--- src/rtl/alu_exec.sv ---
// -----------------------------------------------------------------------------
// alu_exec
// Execute-stage ALU with registered result and Zero/Carry flags. Single-cycle
// ops complete on the accept edge; logical shifts run serially, one bit
// position per clock, so no barrel shifter is needed. A start/busy/done
// handshake lets the upstream controller stall during serial shifts.
//
// Ports
//   clk         rising-edge clock
//   rst_n       asynchronous active-low reset
//   start       request strobe, sampled only while busy=0
//   ALUControl  4-bit operation code, sampled with start
//   InA, InB    operands, sampled with start; InB[SHW-1:0] is the shift amount
//   busy        high while a serial shift is in progress
//   done        one-cycle pulse: Out/Zero/Carry are newly valid
//   Out         registered result, held until the next completion
//   Zero        registered flag, Out==0
//   Carry       registered carry / borrow / last-shifted-out bit
// -----------------------------------------------------------------------------
module alu_exec #(
    parameter int WIDTH = 8,
    parameter int SHW   = 3
) (
    input  logic             clk,
    input  logic             rst_n,
    input  logic             start,
    input  logic [3:0]       ALUControl,
    input  logic [WIDTH-1:0] InA,
    input  logic [WIDTH-1:0] InB,
    output logic             busy,
    output logic             done,
    output logic [WIDTH-1:0] Out,
    output logic             Zero,
    output logic             Carry
);

    typedef enum logic [0:0] {
        ST_IDLE  = 1'b0,
        ST_SHIFT = 1'b1
    } state_t;

    localparam logic [3:0]     OP_ADD = 4'b0000;
    localparam logic [3:0]     OP_SUB = 4'b0001;
    localparam logic [3:0]     OP_AND = 4'b0010;
    localparam logic [3:0]     OP_OR  = 4'b0011;
    localparam logic [3:0]     OP_PAS = 4'b0100;
    localparam logic [3:0]     OP_RAN = 4'b0101;
    localparam logic [3:0]     OP_ROR = 4'b0110;
    localparam logic [3:0]     OP_SLL = 4'b0111;
    localparam logic [3:0]     OP_XOR = 4'b1000;
    localparam logic [3:0]     OP_SRL = 4'b1001;
    localparam logic [SHW-1:0] CNT_ZERO = {SHW{1'b0}};
    localparam logic [SHW-1:0] CNT_ONE  = {{(SHW-1){1'b0}}, 1'b1};
    localparam logic [WIDTH-1:0] W_ZERO = {WIDTH{1'b0}};

    // Single-cycle result: {carry, value}. Shift codes only reach here with
    // n=0, where the result is A unchanged and carry is 0.
    function automatic logic [WIDTH:0] alu_single(
        input logic [3:0]       op,
        input logic [WIDTH-1:0] a,
        input logic [WIDTH-1:0] b
    );
        logic [WIDTH:0] res;
        case (op)
            OP_ADD:  res = {1'b0, a} + {1'b0, b};
            // The extra top bit of a WIDTH+1 subtraction is the borrow.
            OP_SUB:  res = {1'b0, a} - {1'b0, b};
            OP_AND:  res = {1'b0, a & b};
            OP_OR:   res = {1'b0, a | b};
            OP_PAS:  res = {1'b0, b};
            OP_RAN:  res = {1'b0, {(WIDTH-1){1'b0}}, &a};
            OP_ROR:  res = {1'b0, {(WIDTH-1){1'b0}}, |a};
            OP_SLL:  res = {1'b0, a};
            OP_XOR:  res = {1'b0, a ^ b};
            OP_SRL:  res = {1'b0, a};
            default: res = {1'b0, b};
        endcase
        return res;
    endfunction

    state_t           state_r;
    logic [WIDTH-1:0] acc_r;
    logic [SHW-1:0]   cnt_r;
    logic             dir_left_r;

    logic [WIDTH:0]   single_s;
    logic             is_shift_s;
    logic [SHW-1:0]   shamt_s;
    logic [WIDTH-1:0] acc_next_s;
    logic             exit_bit_s;

    // Decode the incoming request and evaluate the single-cycle datapath.
    always_comb begin
        single_s   = alu_single(ALUControl, InA, InB);
        is_shift_s = (ALUControl == OP_SLL) || (ALUControl == OP_SRL);
        shamt_s    = InB[SHW-1:0];
    end

    // One-position shift of the accumulator and the bit that leaves it.
    always_comb begin
        acc_next_s = acc_r;
        exit_bit_s = 1'b0;
        if (dir_left_r) begin
            acc_next_s = {acc_r[WIDTH-2:0], 1'b0};
            exit_bit_s = acc_r[WIDTH-1];
        end else begin
            acc_next_s = {1'b0, acc_r[WIDTH-1:1]};
            exit_bit_s = acc_r[0];
        end
    end

    // Control FSM and all registered outputs.
    always_ff @(posedge clk or negedge rst_n) begin
        if (!rst_n) begin
            state_r    <= ST_IDLE;
            acc_r      <= W_ZERO;
            cnt_r      <= CNT_ZERO;
            dir_left_r <= 1'b0;
            busy       <= 1'b0;
            done       <= 1'b0;
            Out        <= W_ZERO;
            Zero       <= 1'b1;
            Carry      <= 1'b0;
        end else begin
            done <= 1'b0;
            case (state_r)
                ST_IDLE: begin
                    if (start) begin
                        if (is_shift_s && (shamt_s != CNT_ZERO)) begin
                            acc_r      <= InA;
                            cnt_r      <= shamt_s;
                            dir_left_r <= (ALUControl == OP_SLL);
                            busy       <= 1'b1;
                            state_r    <= ST_SHIFT;
                        end else begin
                            Out   <= single_s[WIDTH-1:0];
                            Carry <= single_s[WIDTH];
                            Zero  <= (single_s[WIDTH-1:0] == W_ZERO);
                            done  <= 1'b1;
                        end
                    end else begin
                        state_r <= ST_IDLE;
                    end
                end
                ST_SHIFT: begin
                    acc_r <= acc_next_s;
                    cnt_r <= cnt_r - CNT_ONE;
                    // Last step: publish the result; intermediate values stay hidden.
                    if (cnt_r == CNT_ONE) begin
                        Out     <= acc_next_s;
                        Carry   <= exit_bit_s;
                        Zero    <= (acc_next_s == W_ZERO);
                        done    <= 1'b1;
                        busy    <= 1'b0;
                        state_r <= ST_IDLE;
                    end else begin
                        state_r <= ST_SHIFT;
                    end
                end
                default: begin
                    busy    <= 1'b0;
                    state_r <= ST_IDLE;
                end
            endcase
        end
    end

endmodule
--- config.mk ---
export PLATFORM = sky130hd
export DESIGN_NAME = alu_exec
export DESIGN_NICKNAME = d
export VERILOG_FILES = /design/src/rtl/alu_exec.sv
export SDC_FILE = /design/constraint.sdc
export NUM_CORES = 1
export LEC_CHECK = 0
export CELL_PAD_IN_SITES_DETAIL_PLACEMENT = 0
export CELL_PAD_IN_SITES_GLOBAL_PLACEMENT = 1
export CORE_MARGIN = 1.5
export CORE_UTILIZATION = 45
export DETAILED_ROUTE_END_ITERATION = 8
export GPL_TIMING_DRIVEN = 0
export PLACE_DENSITY = 0.88
export SYNTH_ARGS = -nofsm -noshare
export SYNTH_HDL_FRONTEND = slang
export SYNTH_SLANG_ARGS = --single-unit
export TNS_END_PERCENT = 1
--- constraint.sdc ---
create_clock -name clk -period 3.45 [get_ports clk]
set_input_delay 0.8625 -clock clk [delete_from_list [all_inputs] [get_ports clk]]
set_output_delay 0.8625 -clock clk [all_outputs]
set_load 0.05 [all_outputs]
* Yosys cells after proc, flatten, opt, wreduce, memory -nomap -nowiden
Index checks and enable logic that the tools add are counted.
Cells by class: $add $sub $neg 3, eq/ne operators 13, multiplexer cells 33, bitwise gates (word level) 4, reductions and logical operators 13
Operators by type and width (number):
- case mux 9 bit (8 select lines) | 1
- two-way mux 8 bit | 6
- case mux 8 bit (2 select lines) | 2
- logical NOT 8 bit | 2
- two-way mux 1 bit | 16
- equality test 4 x 3 -> 1 bit, second input constant | 3
- case mux 1 bit (2 select lines) | 5
- adder 8 x 8 -> 9 bit | 1
- AND reduction 3 bit | 3
- subtractor 8 x 8 -> 9 bit | 1
- AND 8 bit | 1
- equality test 4 x 2 -> 1 bit, second input constant | 2
- equality test 4 bit, second input constant | 2
- bitwise OR 8 bit | 1
- AND reduction 8 bit | 1
- OR reduction 8 bit | 1
- XOR 8 bit | 1
- two-way mux 3 bit | 2
- != test 2 bit, second input constant | 3
- case mux 3 bit (2 select lines) | 1
- equality test 4 x 1 -> 1 bit, second input constant | 1
- logical NOT 4 bit | 1
- equality test 3 x 1 -> 1 bit, second input constant | 1
- nonzero test 3 bit | 1
- 7 further kinds | 7
Word-level totals: register bits 25, bits of input ports 23, output and inout bits 12, word-level logic and storage cells 75

* Depth between registers and ports, before layout
Gate-level depths: netlist of run 1.
depth after elaboration 7, gate-level depth with buffers 15, depth with buffers taken out 13

* Worst setup path before layout of run 1
No wires, ideal clock.
path kind input to register, from input port ALUControl[1], to register Out[5], library setup time 125 ps, arrival 3568 ps, required time 3325 ps, setup slack -243 ps, cell stages on the path 15, path buffers 2, cell sequence buf_2 > buf_2 > nor3_2 > nand2_1 > nor2_1 > a21o_1 > inv_1 > ha_1 > nor2b_1 > o31a_1 > o21a_1 > or3_1 > a311oi_1 > a21oi_1 > mux2_2
On the way: word-level cells in the longest chain between the ends 6, elaborated cells between the ends (all ways) 18, those cells by class eq/ne (9); mux (4); reduce/logical (5)
RTL lines:
- start, declared | RTL line 27 | input logic [3:0] ALUControl,
- equality test 4 bit or equality test 4 x 3 -> 1 bit (tied branches) | RTL line 64, 95
- OR reduction 2 bit (no line)
- case mux 9 bit (8 select lines) | RTL line 64 | case (op)
- two-way mux 8 bit | RTL line 129 | if (is_shift_s && (shamt_s != CNT_ZERO)) begin
- two-way mux 8 bit | RTL line 128 | if (start) begin
- case mux 8 bit (2 select lines) | RTL line 126 | case (state_r)
- end signal, assigned | RTL line 136 | Out <= single_s[WIDTH-1:0];
- end signal, assigned | RTL line 150 | Out <= acc_next_s;
- end, declared | RTL line 32 | output logic [WIDTH-1:0] Out,
Several ways; a longest one is shown, not always the timed one. The select of a mux whose other input is x is not followed. A chain may end at the register's enable or synchronous reset.

* Worst setup path in the final report of run 1
from input port InB[0], to register Out[5]
On the way: word-level cells in the longest chain between the ends 5, elaborated cells between the ends (all ways) 10, those cells by class add/sub (2); eq/ne (1); mux (4); reduce/logical (3)
RTL lines:
- start, declared | RTL line 29 | input logic [WIDTH-1:0] InB,
- subtractor 8 x 8 -> 9 bit or adder 8 x 8 -> 9 bit (tied branches) | RTL line 67, 65
- case mux 9 bit (8 select lines) | RTL line 64
- two-way mux 8 bit | RTL line 129
- two-way mux 8 bit | RTL line 128
- case mux 8 bit (2 select lines) | RTL line 126
Several ways; a longest one is shown, not always the timed one. The select of a mux whose other input is x is not followed.

==> impl_results.md, run 1 <==
- Run status: complete, no violations
- Pin slew with the least headroom to its limit: 1110 ps
- FP Rows: 27
- CP max-delay cell: or3_4
- CTS buffer count: 3
- Overall die width: 78.9 um
- Number of distinct library cell variants in the gate-level netlist after synthesis: 54
- Number of cells on the critical path: 13
- End of the worst hold path: Out[3]
- Antenna Nets Post-Route: 0
- Synthesized area: 0.00259 mm^2
- H-tree depth: 1
- Clk pin slew, worst setup/hold paths: 80 ps
- Ant. Diodes: 0
- Worst-case register-to-register setup slack: 1380 ps
- Number of endpoints failing setup at the final stage: 0
- Pre-CTS setup slack: -1170 ps
- Internal Power: 0.924 mW
- Worst path max stage delay: 350 ps
- Largest net degree at the start of global routing: 26
- Achievable frequency: 0.299 GHz
- Crit path top cell by count: ha_1
- Worst setup path class: input port to register
- TritonCTS clock tree: built
- WL per Instance: 16.7 um
- Clock network latency to the later pin of the worst-skew pair: 270 ps
- Share of flip-flops with an asynchronous set or reset: 100%
- Final Max Tran Viols: 0
- Tightest Hold Check Type: register to register
- Critical Path Source Type: input port
- 1st-iter DRT viols: 180
- Maxcap violations: 0
- I/O pins: 35
- Final worst path period need: 3340 ps
- Portion of total power attributed to combinational logic: 60.6%
- Fraction of final layout cells with drive strength greater than 1: 14.5%
- HPWL Detailed: 5.69 mm
- Die height: 78.9 um
- Global-route usage over all layers: 25.0%
- Flip-flop and latch count after synthesis: 25
- Worst Skew: 3.88 ps
- Number of global-route vias before repair: 2,442
- Final instance count without filler cells: 430
- Largest buffer count on any clock path: 2
- Starting Density: 46.7%
- Relative slew slack: 26.1%
- Synth Flop Type: dfrtp_1
- Number of synthesized flops with an enable pin: 0
- Beginning of the worst hold path: Out[3]
- Post-CTS Hold Buffers: 0
- Number of placed cells counting well taps: 422
- Synth-to-layout area growth: 21.6%
- Crit path cell chain: clkdlybuf4s15_2, inv_2, ha_1, ha_1, a21oi_1, ha_1, o21a_1, o31a_1, o21a_1, or3_4, a311oi_2, a21oi_1, mux2_2
- Smallest setup slack after layout: 107 ps
- Largest fanout on the critical path: 5
- Number of detailed-route iterations in the first pass: 5
- Largest registers: Out: 8 flops, acc_r: 8 flops, cnt_r: 3 flops
- Crit path buffers/inverters: 2
- Master cell of the clock root buffer: clkbuf_8
- Detailed-route DRC error count: 0
- Total via count after detailed routing: 2,482
- Clock Sinks: 25
- Reg2Reg Capture Point: Zero
- Wire length of the first global-routing pass: 12.2 mm
- Leakage: 1.36 nW
- Post-Route WL: 7.19 mm
- Power per Cell Area: 553 mW/mm^2
- Final Net Count: 411
- Switching share of power: 47.0%
- Ratio of routed vias to standard cells: 5.77
- CP top delay family: compound AO/OA/AOI/OAI gates
- Hold violation total from the final report: 0
- Core box area: 0.00554 mm^2
- Share of synthesized area occupied by flip-flops and latches: 24.2%
- Synth warn: 0
- Net switching power: 0.818 mW
- Initial antenna violation count: 0
- Number of stages on the worst hold path: 1
- Reg power frac: 29.5%
- Post-synth net total: 368
- Total congestion overflow after global routing: 0
- Mean cell area of the mapped netlist: 8.20 um^2
- Crit. End Element: register
- Arrival time of the worst setup path: 3510 ps
- Clock share of power: 9.9%
- Share of the clock period used by the worst path: 96.9%
- Worst Reg2Reg Path Length in Cells: 7
- Number of port buffers: 34
- Data required time at the worst endpoint: 3610 ps
- Number of standard cells after synthesis: 316
- DIE AREA: 0.00622 mm^2
- Startpoint of the worst-slack reg-to-reg timing path: dir_left_r
- IR drop worst, VDD: 0.000449 V
- Routability cong.: 0.977
-- synthesized netlist by cell type, drive strengths merged (7+ instances only) --
cell type,count,share of area [%]
a211oi,8,2.3
a21oi,23,4.4
buf,11,2.6
dfrtp,24,23
ha,28,14
inv,27,3.9
mux2,7,3.0
nand2,22,3.2
nor2,29,4.3
nor2b,15,3.6
o211ai,7,2.0
o21a,7,2.0
o21ai,24,4.8
xnor2,7,2.4
-- through the flow --
step	util, %	instance area (um^2)	power [mW]	setup TNS (ps)	hold WS (ps)
final	56.8	3150	1.74	0	495
after detailed placement	54.7	3030	1.56	-7550	479
after global routing	56.8	3150	1.86	-4.51	521
after global placement	54.7	3030	1.54	-7340	473
after floorplan	-	2600	1.24	-122	475
after CTS	57.0	3160	1.74	0	499
-- power by group through the flow --
stage                     registers [mW]  logic (mW)  clock network (mW)
after floorplan                    0.709       0.530                   0
after global placement             0.515        1.02                   0
after detailed placement           0.520        1.04                   0
after CTS                          0.514        1.05               0.175
after global routing               0.527        1.15               0.186
final                              0.514        1.06               0.172
-- what timing repair did --
item / CTS / global route
endpoints found under the setup margin: 9 / 6
endpoints found under the hold margin: 0 / 0
pin swaps: 4 / 2
setup buffers: 6 / 0
gates resized for setup: 31 / 11
-- final cells by class --
type / count / area [um^2]
clock inverter: 1 / 5.00
buffer: 14 / 100
timing repair buffer: 40 / 369
sequential: 25 / 627
multi-input combinational: 248 / 1820
inverter: 27 / 101
fill: 554 / 2390
tap: 72 / 90.1
clock buffer: 3 / 41.3
-- how the worst max path moves through the flow --
stage                        end  slack [ps]     startpoint
after global placement    Out[5]       -1120  ALUControl[3]
after floorplan           Out[5]        -120  ALUControl[1]
after CTS                 Out[5]           2  ALUControl[1]
after global routing      Out[6]          -5         InA[0]
final                     Out[5]         110         InB[0]
after detailed placement  Out[5]       -1170  ALUControl[3]
-- per-layer routing --
metal	track usage (%)	up-vias	share of wire [%]
li1	-	1230	-
met1	33.2	1195	46
met2	44.9	51	50
met3	1.38	6	3.2
met4	5.26	0	0.82
met5	0	-	0
-- worst reg2reg max path, delay by kind of cell (launching register included) --
family | cells | cell delay [ps]
compound gates | 3 | 670
buf+inv | 1 | 460
flops | 1 | 350
simple gates | 2 | 290
mux | 1 | 250
-- cells by family (layout without fill, tap and decap cells) --
| family | Yosys count | in the layout | share of synthesized area (%) |
|---|---|---|---|
| fa+ha+maj | 29 | 29 | 14.3 |
| xor+xnor | 9 | 9 | 3.04 |
| flops | 25 | 25 | 24.2 |
| buf+inv | 43 | 85 | 7.25 |
| compound gates | 107 | 107 | 28.7 |
| mux | 12 | 12 | 4.98 |
| simple gates | 91 | 91 | 17.5 |
-- placed cells by master, fill, tap and decap left out, types with 8 or more instances in the layout --
cell / instances
ha_1: 28
nor2_1: 27
clkdlybuf4s50_1: 26
inv_1: 25
dfrtp_1: 24
o21ai_0: 23
nand2_1: 21
a21oi_1: 21
nor2b_1: 15
buf_4: 9
a211oi_1: 8
No activity file was read; power rests on OpenSTA's default activity.
==> run 2: changes to the inputs <==
--- a/config.mk
+++ b/config.mk
@@ -5,6 +5,7 @@
 export SDC_FILE = /design/constraint.sdc
 export NUM_CORES = 1
 export LEC_CHECK = 0
+export CAP_MARGIN = 5
 export CELL_PAD_IN_SITES_DETAIL_PLACEMENT = 0
 export CELL_PAD_IN_SITES_GLOBAL_PLACEMENT = 1
 export CORE_MARGIN = 1.5
==> constraint.sdc (replaced) <==
create_clock -name clk -period 3.45 [get_ports clk]
set_input_delay 0.345 -clock clk [delete_from_list [all_inputs] [get_ports clk]]
set_output_delay 0.345 -clock clk [all_outputs]
set_load 0.05 [all_outputs]
==> run 2 against run 1 <==
Against the previous run: wire length shrank 1.6%; sequential share of layout area grew 0.27 points; via count shrank 0.73%; cell count shrank 0.93%; setup slack gained 64 ps; first-iteration DRC count shrank 28%; critical path depth is the same; critical path type unchanged; critical endpoint unchanged; largest cell class unchanged; largest power group unchanged.
==> impl_results.md, run 2 (same netlist as run 1, synthesis figures left out) <==
- Total via count after detailed routing: 2,464
- Most common library cell in the layout ignoring fill and taps: clkdlybuf4s50_1
- Wire length of the first global-routing pass: 11.8 mm
- Achievable frequency: 0.305 GHz
- Global-route usage over all layers: 24.3%
- Die height: 78.9 um
- Largest registers: Out: 8 flops, acc_r: 8 flops, cnt_r: 3 flops
- Power per Cell Area: 561 mW/mm^2
- Core box area: 0.00554 mm^2
- Starting Density: 46.7%
- Largest net degree at the start of global routing: 26
- Clk pin slew, worst setup/hold paths: 90 ps
- Top library cells by usage in the layout, fill and taps aside: clkdlybuf4s50_1, nor2_1, ha_1, inv_1, dfrtp_1
- Share of the clock period used by the worst path: 95.0%
- I/O pins: 35
- Crit path cell chain: clkdlybuf4s50_1, inv_1, ha_1, ha_1, a21oi_1, ha_1, o21a_1, o31a_1, o21a_1, or3_1, a311oi_2, a21oi_1, mux2_2
- WL per Instance: 16.6 um
- Arrival time of the worst setup path: 3450 ps
- Clock network latency to the later pin of the worst-skew pair: 280 ps
- Leakage: 1.35 nW
- Final Net Count: 407
- Largest fanout on the critical path: 5
- Crit. End Element: register
- Number of placed cells counting well taps: 422
- Ant. Diodes: 0
- Clock Sinks: 25
- Crit path top cell by count: ha_1
- Setup TNS: 0 ps
- Detailed-route DRC error count: 0
- Placement Cell Area: 0.00302 mm^2
- Final worst path period need: 3280 ps
- Final hold slack: 497 ps
- Worst path max stage delay: 550 ps
- Tightest Hold Check Type: register to register
- Worst setup path class: input port to register
- Worst Skew: 5.38 ps
- Final instance count without filler cells: 426
- Relative slew slack: 26.2%
- IR drop worst, VDD: 0.000329 V
- H-tree depth: 1
- HPWL Detailed: 5.70 mm
- Smallest setup slack after layout: 171 ps
- Fraction of final layout cells with drive strength greater than 1: 9.89%
- CTS buffer count: 3
- Total congestion overflow after global routing: 0
- Number of endpoints failing setup at the final stage: 0
- Post-route cell area: 0.00311 mm^2
- Pin slew with the least headroom to its limit: 1100 ps
- 1st-iter DRT viols: 129
- Post-CTS Hold Buffers: 0
- Final Max Tran Viols: 0
- Ratio of routed vias to standard cells: 5.78
- TritonCTS clock tree: built
- Storage element area: 627 um^2
- FP Rows: 27
- Post-Route WL: 7.07 mm
- Count of filler cells inserted in the layout: 531
- Overall die width: 78.9 um
- Largest buffer count on any clock path: 2
- Master cell of the clock root buffer: clkbuf_8
- Number of port buffers: 34
- Pre-CTS setup slack: -830 ps
- Number of detailed-route iterations in the first pass: 4
- DIE AREA: 0.00622 mm^2
- Setup repair after global routing missed its margin: no
- Antenna Nets Post-Route: 0
- Data required time at the worst endpoint: 3620 ps
- Initial antenna violation count: 0
- Maxcap violations: 0
- Run status: complete, no violations
- Hold violation total from the final report: 0
- Synth-to-layout area growth: 20.0%
- Routability cong.: 0.899
- CP max-delay cell: clkdlybuf4s50_1
- Number of global-route vias before repair: 2,358
- Critical Path Source Type: input port
- Total area of multi-input combinational cells: 0.00180 mm^2
[run 2: cell count changes in the layout (fill, tap and decap cells not counted), sizes merged]
cell	previous run	this run
clkdlybuf4s15	2	0
clkdlybuf4s50	26	29
buf	18	11
clkbuf	9	8
dlymetal6s2s	1	3
dlygate4sd2	1	2
[run 2: timing repair]
action / 4_1_cts / 5_1_grt
buffers inserted: 1 / 0
pin swaps: 1 / 1
gates resized for setup: 7 / 8
setup endpoints to repair: 8 / 1
[run 2: per-stage QoR]
step	util (%)	total power, mW
after floorplan	-	1.24
after global placement	54.5	1.54
after detailed placement	54.5	1.56
after CTS	55.7	1.74
after global routing	56.1	1.86
final	56.1	1.74
[run 2: worst paths after layout]
kind / start / end / slack [ps] / depth (start not counted)
max in group asynchronous: rst_n / cnt_r[0] / 2130 / 1
setup reg to reg: dir_left_r / Zero / 1370 / 7
min in group asynchronous: rst_n / Out[0] / 660 / 1
setup / recovery: InB[1] / Out[5] / 170 / 13
hold reg to reg: Out[7] / Out[7] / 500 / 1
hold / removal: Out[7] / Out[7] / 500 / 1
[run 2: critical path: cells and delay by family]
family / cells / cell delay, ps
multiplexers: 1 / 260
AND/OR/NAND/NOR: 1 / 370
buffers and inverters: 2 / 700
adder cells (fa/ha/maj): 3 / 820
AO/OA/AOI/OAI: 6 / 970
[run 2: final cells by class]
type / count / area share (%)
buffer: 15 / 3.02
clock buffer: 3 / 1.33
tap: 72 / 2.90
inverter: 27 / 3.26
multi-input combinational: 248 / 57.8
sequential: 25 / 20.2
clock inverter: 1 / 0.161
timing repair buffer: 35 / 11.4
[run 2: per-layer routing]
layer | global-route usage [%] | routed length, um | vias to the layer above
li1 | - | - | 1219
met1 | 32.2 | 3330 | 1165
met2 | 40.3 | 3300 | 67
met3 | 1.95 | 240 | 13
met4 | 11.2 | 197 | 0
met5 | 0 | 0 | -
[run 2: power by group]
part	switching (mW)	internal [mW]
combinational	0.638	0.412
sequential	0.0892	0.425
clock	0.0971	0.0811
total	0.824	0.918
==> run 3: changes to the inputs <==
--- a/config.mk
+++ b/config.mk
@@ -9,10 +9,11 @@
 export CELL_PAD_IN_SITES_DETAIL_PLACEMENT = 0
 export CELL_PAD_IN_SITES_GLOBAL_PLACEMENT = 1
 export CORE_MARGIN = 1.5
-export CORE_UTILIZATION = 45
+export CORE_UTILIZATION = 50
 export DETAILED_ROUTE_END_ITERATION = 8
+export DONT_BUFFER_PORTS = 1
 export GPL_TIMING_DRIVEN = 0
-export PLACE_DENSITY = 0.88
+export PLACE_DENSITY = 0.85
 export SYNTH_ARGS = -nofsm -noshare
 export SYNTH_HDL_FRONTEND = slang
 export SYNTH_SLANG_ARGS = --single-unit
==> run 3 against run 2 <==
Against the previous run: sequential power up 43%; via count down 5.1%; global-route usage up 1.8 points; register-to-register slack better by 30 ps; critical endpoint unchanged.
==> impl_results.md, run 3 (same netlist as run 1, synthesis figures left out) <==
- Final worst path period need: 3270 ps
- IR drop worst, VDD: 0.000237 V
- Maxcap violations: 0
- Leakage: 1.18 nW
- Initial antenna violation count: 0
- Overall die width: 75.0 um
- Total via count after detailed routing: 2,339
- Met1 usage in global routing: 33.7%
- Data required time at the worst endpoint: 3610 ps
- Detailed-route DRC error count: 0
- Crit path cell chain: buf_2, buf_2, nor3_4, nand2_1, nor2_1, a21o_1, inv_1, ha_1, nor2b_1, o31a_1, o21a_1, or3_1, a311oi_1, a21oi_1, mux2_2
- Antenna Nets Post-Route: 0
- Number of global-route vias before repair: 2,318
- Largest fanout on the critical path: 10
- Crit path top cell by count: buf_2
- Number of cells on the critical path: 15
- Relative slew slack: 50.0%
- Number of detailed-route iterations in the first pass: 4
- Number of port buffers: 0
- Crit. End Element: register
- GRT met2 Usage: 42.9%
- Number of endpoints failing setup at the final stage: 0
- Startpoint of the worst setup timing path: ALUControl[1]
- Setup Fix Bufs, Post-CTS: 0
- Met3 Use GR: 4.02%
- Routability cong.: 0.902
- Worst path max stage delay: 360 ps
- Clock Sinks: 25
- Setup repair after global routing missed its margin: no
- Final Net Count: 375
- Worst Reg2Reg Path Length in Cells: 7
- 1st-iter DRT viols: 179
- Starting Density: 51.4%
- Die height: 75.0 um
- Arrival time of the worst setup path: 3440 ps
- WL per Instance: 18.1 um
- Achievable frequency: 0.306 GHz
- CP max-delay cell: or3_1
- Total congestion overflow after global routing: 0
- Worst setup path class: input port to register
- Clk pin slew, worst setup/hold paths: 90 ps
- Core box area: 0.00504 mm^2
- Ant. Diodes: 0
- Most used routing layer in global routing: met2
- TritonCTS clock tree: built
- Startpoint of the worst-slack reg-to-reg timing path: dir_left_r
- Hold violation total from the final report: 0
- Worst Skew: 3.84 ps
- Crit path buffers/inverters: 3
- Run status: complete, no violations
- Final hold slack: 376 ps
- Tightest Hold Check Type: input port to register
- Post-Route WL: 7.10 mm
- Worst-case register-to-register setup slack: 1400 ps
- H-tree depth: 1
- Final instance count without filler cells: 392
- CP top delay family: simple AND/OR/NAND/NOR gates
- Worst setup path end: Out[5]
- Critical Path Source Type: input port
- Share of the clock period used by the worst path: 94.9%
- Setup TNS: 0 ps
- Largest buffer count on any clock path: 2
- I/O pins: 35
- Pin slew with the least headroom to its limit: 742 ps
- Largest net degree at the start of global routing: 26
- Global-route usage over all layers: 26.1%
- DIE AREA: 0.00562 mm^2
- Largest registers: Out: 8 flops, acc_r: 8 flops, cnt_r: 3 flops
- HPWL Detailed: 5.63 mm
- Ratio of routed vias to standard cells: 5.97
- Power per Cell Area: 575 mW/mm^2
- Clock network latency to the later pin of the worst-skew pair: 270 ps
- Wire length of the first global-routing pass: 11.2 mm
- CTS buffer count: 3
- FP Rows: 26
- Post-route cell area: 0.00276 mm^2
- Master cell of the clock root buffer: clkbuf_8
- Reg2Reg Capture Point: Zero
- Number of placed cells counting well taps: 386
- Placement Cell Area: 0.00268 mm^2
- Top library cells by usage in the layout, fill and taps aside: nor2_1, ha_1, inv_1, dfrtp_1
- Fraction of final layout cells with drive strength greater than 1: 9.94%
- Final Max Tran Viols: 0
- Synth-to-layout area growth: 6.52%
==> run 3: cell types whose count changed in the layout (fill, tap and decap cells not counted), moves of 2 or more <==
cell             before  now
clkbuf_1              4    6
buf_2                 3    6
clkdlybuf4s50_1      29    0
dlygate4sd2_1         2    0
buf_4                 7    5
dlymetal6s2s_1        3    0
==> run 3: worst reg2reg max path: stages, from the launching register on <==
cell       delay [ps]
dfrtp_1           350
clkbuf_1          430
mux2i_1           250
nand2_1           110
a2111oi_0         470
nand4b_1          140
o21ai_0           110
a41o_1            120
==> run 3: cell type report <==
cell class	instances	area [um^2]
flip-flops and latches	25	627
fillers	504	2280
plain buffers	16	86.3
well taps	70	87.6
inverters	27	101
repair buffers	2	30.0
multi-input cells	248	1780
clock buffers	4	45.0
==> run 3: per-stage QoR <==
| stage | setup slack (ps) | total power [mW] | utilization [%] |
|---|---|---|---|
| global placement | -186 | 1.38 | 53.1 |
| finish | 177 | 1.59 | 54.7 |
| detailed placement | -228 | 1.40 | 53.1 |
| floorplan | 274 | 1.24 | - |
| global route | 23.9 | 1.68 | 54.7 |
| CTS | 47.2 | 1.58 | 54.6 |
==> run 3: where the power goes <==
part | total, mW | internal (mW) | switching, mW
sequential | 0.733 | 0.422 | 0.311
combinational | 0.677 | 0.295 | 0.381
clock | 0.176 | 0.0828 | 0.0932
==> run 3: timing repair <==
action,4_1_cts,5_1_grt
hold buffers,2,0
resized for setup,0,1
hold endpoints to repair,25,0
endpoints found under the setup margin,0,2
==> run 3: per-layer routing <==
metal  part of all wire, %  vias up  wire length (um)
met1                    44     1091              3120
met4                   2.6        0               187
met5                     0        -                 0
met3                   5.5       15               393
li1                      -     1160                 -
met2                    48       73              3400
==> run 3: how the worst min path moves through the flow <==
stage	from	end	slack (ps)	cells after the start
finish	InB[2]	Out[2]	380	4
CTS	InB[2]	Out[2]	380	4
floorplan	rst_n	Carry	50	0
detailed placement	rst_n	cnt_r[2]	50	0
global route	InB[2]	Out[2]	400	4
global placement	rst_n	cnt_r[2]	50	0
